==> config.mk <==
export PLATFORM = sky130hd
export DESIGN_NAME = rr_arbiter4
export DESIGN_NICKNAME = d
export VERILOG_FILES = /design/src/rtl/rr_arbiter4_pkg.sv /design/src/rtl/rr_arbiter4_grant_dec.sv /design/src/rtl/rr_arbiter4.sv
export SDC_FILE = /design/constraint.sdc
export NUM_CORES = 1
export LEC_CHECK = 0
export CAP_MARGIN = 40
export CORE_UTILIZATION = 52
export CTS_CLUSTER_SIZE = 25
export DETAILED_ROUTE_END_ITERATION = 10
export HOLD_SLACK_MARGIN = 0.12
export PLACE_DENSITY = 0.78
export SETUP_SLACK_MARGIN = 0.5
export SLEW_MARGIN = 20
export SYNTH_ARGS = -nofsm -noshare
export SYNTH_HDL_FRONTEND = slang
export SYNTH_SLANG_ARGS = --single-unit
==> constraint.sdc <==
create_clock -name clk -period 1.8 [get_ports clk]
set_input_delay 0.36 -clock clk [delete_from_list [all_inputs] [get_ports clk]]
set_output_delay 0.36 -clock clk [all_outputs]
set_load 0.05 [all_outputs]
==> src/rtl/rr_arbiter4_pkg.sv <==
// Shared types and constants for the four-way round-robin arbiter.
package rr_arbiter4_pkg;

    localparam int NUM_REQ = 4;
    localparam int HOLD_W  = 8;

    typedef enum logic [1:0] {
        IDLE    = 2'd0,
        GRANT   = 2'd1,
        RELEASE = 2'd2
    } state_t;

endpackage

==> src/rtl/rr_arbiter4_grant_dec.sv <==
// Combinational index-to-one-hot decoder; output is all-zero when en is low.
module rr_grant_dec
    import rr_arbiter4_pkg::*;
(
    input  logic [1:0]         idx,
    input  logic               en,
    output logic [NUM_REQ-1:0] onehot
);

    always_comb begin
        onehot = '0;
        if (en) begin
            onehot[idx] = 1'b1;
        end
    end

endmodule

==> src/rtl/rr_arbiter4.sv <==
// Four-way round-robin arbiter with hold limit. Grant registered one edge after
// request is sampled in IDLE; every tenure ends with a one-cycle RELEASE gap.
module rr_arbiter4
    import rr_arbiter4_pkg::*;
#(
    parameter int MAX_HOLD = 15
) (
    input  logic               clk,
    input  logic               rst,
    input  logic [NUM_REQ-1:0] req,
    input  logic               done,
    output logic [NUM_REQ-1:0] gnt,
    output logic [1:0]         gnt_idx,
    output logic               gnt_valid,
    output logic               timeout
);

    localparam logic [HOLD_W-1:0] HOLD_LAST = HOLD_W'(MAX_HOLD - 1);

    state_t            state, state_n;
    logic [1:0]        owner, owner_n;
    logic [1:0]        ptr, ptr_n;
    logic [HOLD_W-1:0] hold_cnt, hold_cnt_n;
    logic              timeout_n;

    logic [1:0]        sel_idx;
    logic              sel_vld;
    logic              owner_req;
    logic              at_limit;
    logic              grant_en;

    // Scan from the highest offset down so the lowest offset from ptr wins.
    always_comb begin
        sel_idx = '0;
        sel_vld = 1'b0;
        for (int k = NUM_REQ - 1; k >= 0; k--) begin
            if (req[ptr + 2'(k)]) begin
                sel_idx = ptr + 2'(k);
                sel_vld = 1'b1;
            end
        end
    end

    assign owner_req = req[owner];
    assign at_limit  = (hold_cnt == HOLD_LAST);

    always_comb begin
        state_n    = state;
        owner_n    = owner;
        ptr_n      = ptr;
        hold_cnt_n = hold_cnt;
        timeout_n  = 1'b0;
        case (state)
            IDLE: begin
                if (sel_vld) begin
                    owner_n    = sel_idx;
                    hold_cnt_n = '0;
                    state_n    = GRANT;
                end
            end
            GRANT: begin
                if (done || !owner_req || at_limit) begin
                    // Only a pure hold-limit release is reported as a timeout.
                    timeout_n = at_limit && !done && owner_req;
                    state_n   = RELEASE;
                end else if (hold_cnt != '1) begin
                    hold_cnt_n = hold_cnt + 1'b1;
                end
            end
            RELEASE: begin
                ptr_n   = owner + 2'd1;
                state_n = IDLE;
            end
            default: begin
                state_n = IDLE;
            end
        endcase
    end

    always_ff @(posedge clk) begin
        if (rst) begin
            state    <= IDLE;
            owner    <= '0;
            ptr      <= '0;
            hold_cnt <= '0;
            timeout  <= 1'b0;
        end else begin
            state    <= state_n;
            owner    <= owner_n;
            ptr      <= ptr_n;
            hold_cnt <= hold_cnt_n;
            timeout  <= timeout_n;
        end
    end

    assign grant_en  = (state == GRANT);
    assign gnt_idx   = grant_en ? owner : 2'd0;
    assign gnt_valid = grant_en;

    rr_grant_dec u_dec (
        .idx    (owner),
        .en     (grant_en),
        .onehot (gnt)
    );

endmodule

==> results of run 1 <==
==> synth_stat cells, types with 2 or more instances <==
cell type	count	area share [%]
inv_1	15	5.8
ha_1	6	7.8
mux2i_1	3	3.1
nand2_1	4	1.6
a21oi_1	6	3.1
nor4_1	4	2.6
o221ai_1	2	1.8
and3_1	2	1.3
nand3_1	6	3.1
o211ai_1	7	5.4
nor3_1	6	3.1
nand2b_1	2	1.3
a31oi_1	2	1.3
dfxtp_1	15	31
or4_1	3	2.3
and2_1	5	3.2
nand4_1	3	1.9
nor2_1	6	2.3
o21ai_0	3	1.6
==> cell families after synthesis <==
family                   Yosys count  synth area share (%)
buffers and inverters             17                  7.38
AO/OA/AOI/OAI                     32                  24.2
AND/OR/NAND/NOR                   46                  26.4
multiplexers                       3                  3.11
adder cells (fa/ha/maj)            6                  7.77
flip-flops                        15                  31.1
==> metrics by stage <==
step	cell area [sq um]	worst slack (ps)	hold slack, ps	setup TNS (ps)	std cells
2_1_floorplan	1040	254	422	0	119
3_3_place_gp	1340	-191	459	-1180	169
3_5_place_dp	1340	-254	463	-1690	169
4_1_cts	1660	212	517	0	191
==> what timing repair did <==
action | CTS
buffers inserted | 17
cloned | 1
setup endpoints to repair | 21
hold buffers | 0
pin swaps | 15
resized for setup | 49
==> run summary, run 1 <==
Status = did not finish
Last stage = global routing
Error = [ERROR DPL-0038] Utilization greater than 100%, impossible to legalize
Width of the chip = 45.1 um
Critical endpoint after global-route timing repair = gnt[0]
GP Congestion = 0.874
Root Buffer = clkbuf_4
Post-DP HPWL = 1.94 mm
Port-buffer cells = 14
Largest net degree at the start of global routing = 9
Post-Syn Area = 966 sq um
Seq/Total Area, Yosys = 31.1%
H-tree depth = 1
CTS Buf Count = 3
Boundary Pins = 15
Synth warn = 0
Main synth FF type = dfxtp_1
Register bit total from synthesis = 15
Rows = 15
Starting density of the core = 55.9%
Worst EP Category = primary output
Mean Syn Cell Area = 8.12 sq um
Post-synth EDFFs = 0
Die height = 45.1 um
Asr flop ratio synth = 0%
Synth unique cells = 38
Clock buffer depth = 2
Syn Nets = 132
Clock Sinks = 15
Post-synthesis cell count = 119
==> run 2, diff against run 1 <==
--- a/config.mk
+++ b/config.mk
@@ -6,12 +6,10 @@
 export NUM_CORES = 1
 export LEC_CHECK = 0
 export CAP_MARGIN = 40
-export CORE_UTILIZATION = 52
-export CTS_CLUSTER_SIZE = 25
+export CORE_AREA = 2 2 63 65
 export DETAILED_ROUTE_END_ITERATION = 10
-export HOLD_SLACK_MARGIN = 0.12
-export PLACE_DENSITY = 0.78
-export SETUP_SLACK_MARGIN = 0.5
+export DIE_AREA = 0 0 65 67
+export PLACE_DENSITY_LB_ADDON = 0.15
 export SLEW_MARGIN = 20
 export SYNTH_ARGS = -nofsm -noshare
 export SYNTH_HDL_FRONTEND = slang
==> run summary, run 2 <==
Status = completed
Clk_lat worst skew = 250 ps
Via-to-Cell Ratio = 4.94
Clock buffer depth = 2 (unchanged)
Synth top area cells = dfxtp_1, ha_1, inv_1
CTS tree = done
Part of the power in registers = 39.5%
Post-synthesis simple-gate area fraction = 26.4% (unchanged)
Crit path launch type = input pin
Setup TNS = 0 ps
H-tree depth = 1 (unchanged)
Combinational family with the most area after synthesis = simple AND/OR/NAND/NOR gates
Total number of vias = 1017
WP buf/inv = 1
Critical Path, Cell by Cell = clkdlybuf4s50_1 -> or2b_1 -> o22a_4 -> or4_1 -> o221ai_2
Drc violations = 0
Met1 usage = 15.8%
Cts hold-fix bufs = 0 (unchanged)
GR Overflow Total = 0
Clock power frac = 29.7%
Starting density of the core = 26.8% (-29 points)
Post-synthesis xor/xnor area fraction = 0% (unchanged)
Synth Area in Adders = 7.77% (unchanged)
Port-buffer cells = 14 (unchanged)
Worst-Margin Slew = 407 ps
Met3 Track Usage GR = 2.70%
HP Class = input pin to flop
Post-Syn Area = 966 sq um (unchanged)
Slowest CP cell = or4_1
Clock Skew = 1.48 ps
Nets = 172
Top reg by flops = hold_cnt
Biggest area consumer among synthesized cells = dfxtp_1
Most common library cells after synthesis = dfxtp_1, inv_1, o211ai_1
Final Critical Period = 1760 ps
Share of cells above drive strength 1 = 31.6%
Period utilization = 97.9%
Routed WL = 2.74 mm
Crit path kind = input pin to flop
Die area = 4360 sq um
Setup WS post-layout = 37.6 ps
Antenna violations before repair = 0
Worst EP required = 1980 ps
Final hold vios = 0
FILL cells = 364
Max transition margin = 72.6%
Final non-filler cell total = 206
Busiest grt layer = met2
CTS Buf Count = 3 (unchanged)
Slowest stage delay, CP = 480 ps
Max VDD drop = 235 uV
Number of diodes = 0
Width of the chip = 65 um (+44%)
Sw Ratio = 32.2%
Final slew viol count = 0
Asr flop ratio synth = 0% (unchanged)
Clock Sinks = 15 (unchanged)
Drt pass-1 iters = 4
Boundary Pins = 15 (unchanged)
Grt met2 use = 25.1%
Main synth FF type = dfxtp_1
Synth unique cells = 38 (unchanged)
P_sw = 0.307 mW
Top-area cell type share of the netlist area = 31.1% (unchanged)
First-pass GRT wire length = 4.61 mm
Placed instance count = 197 (+17%)
Fraction of synthesized area in multiplexers = 3.11% (unchanged)
CP arrival = 1940 ps
Most frequent cells in the layout = buf_4, inv_1, dfxtp_1, o211ai_1
CP top delay family = simple AND/OR/NAND/NOR gates
Detailed-route wire length per cell = 13.3 um
Synth warn = 0 (unchanged)
Setup crit end kind = flop
Die height = 67 um (+49%)
Post-DP HPWL = 2.09 mm (+8.2%)
Overall routing resource usage = 13.6%
Crit Path Max Fanout = 5
First-iteration detailed-routing DRC count = 31
Dpl ws = -307 ps (-53.2 ps)
Rows = 22 (+7)
Leak = 0.577 nW
Hold Slack = 465 ps
Vias in the first global route = 1032
Core ar. = 3610 sq um
Max-cap violations = 0
Reg clk slew, reported paths = 70 ps
GP Congestion = 0.874 (+0.10%)
Mean Syn Cell Area = 8.12 sq um (unchanged)
Compound-Gate Fraction of Synth Area = 24.2% (unchanged)
Post-synthesis cell count = 119 (unchanged)
Root Buffer = clkbuf_8
Syn Nets = 132 (unchanged)
Commonest non-fill, non-tap cell in the layout = buf_4
Fmax achieved = 567 MHz
Final ANT Viol Nets = 0
Comb pwr share = 30.8%
Number of flip-flops under the largest register name = 8
Area growth, synth to finish = 55.1%
Power density over cell area = 636 nW/um^2
Final Core Density = 41.5%
Final setup violation count = 0
Post-synth EDFFs = 0 (unchanged)
Internal = 0.646 mW
Register bit total from synthesis = 15 (unchanged)
Largest net degree at the start of global routing = 10
Seq/Total Area, Yosys = 31.1% (unchanged)
run 2: cell counts after synthesis:
Identical to the previous run, type by type.
run 2: kinds of logic after synthesis:
kind of cell | count (synthesis)
compound gates | 32
fa+ha+maj | 6
buf+inv | 17
flops | 15
mux | 3
simple gates | 46
run 2: repair_timing:
action                     CTS  global route
cloned                       0             0
setup endpoints to repair    3            12
pin swaps                    3             3
gates resized for setup      3            14
buffers inserted             1             4
run 2: final timing paths:
check	cells past startpoint	slack, ps	from	to
max reg2reg	6	80	hold_cnt[1]	hold_cnt[1]
min reg2reg	1	480	hold_cnt[7]	hold_cnt[7]
max	5	40	done	hold_cnt[1]
min	3	460	rst	owner[1]
run 2: power by group through the flow:
stage          registers (mW)  logic (mW)  clock network, mW
6_report                0.376       0.294              0.283
5_1_grt                 0.379       0.324              0.303
4_1_cts                 0.374       0.270              0.282
3_5_place_dp            0.381       0.260                  0
3_3_place_gp            0.383       0.260                  0
2_1_floorplan           0.378       0.145                  0
run 2: through the flow:
step	instance area, sq um	power [mW]
after global placement	1340	0.643
after global routing	1500	1.01
after detailed placement	1340	0.641
after floorplan	978	0.523
after CTS	1400	0.926
final	1500	0.953
run 2: per-layer routing:
metal	wire [um]	share of wire [%]
met3	101	3.7
met1	1220	45
met2	1400	51
met5	0	0
met4	13	0.48
run 2: cell type report:
class                           instances  area (sq um)  share of cell area (%)
Timing Repair Buffer                   37           362                    24.1
Clock buffer                            3          41.3                    2.76
Tap cell                               48          60.1                    4.01
Sequential cell                        15           302                    20.1
Inverter                               15          56.3                    3.76
Clock inverter                          1          5.00                   0.334
Multi-Input combinational cell         87           672                    44.9
run 2: worst register-to-register path, stage by stage (launching register included):
cell	delay [ps]
dfxtp_1	360
ha_2	220
nand3_1	170
nor4_4	80
buf_4	140
or4_1	530
o221ai_2	160
No activity file was read; power rests on OpenSTA's default activity.
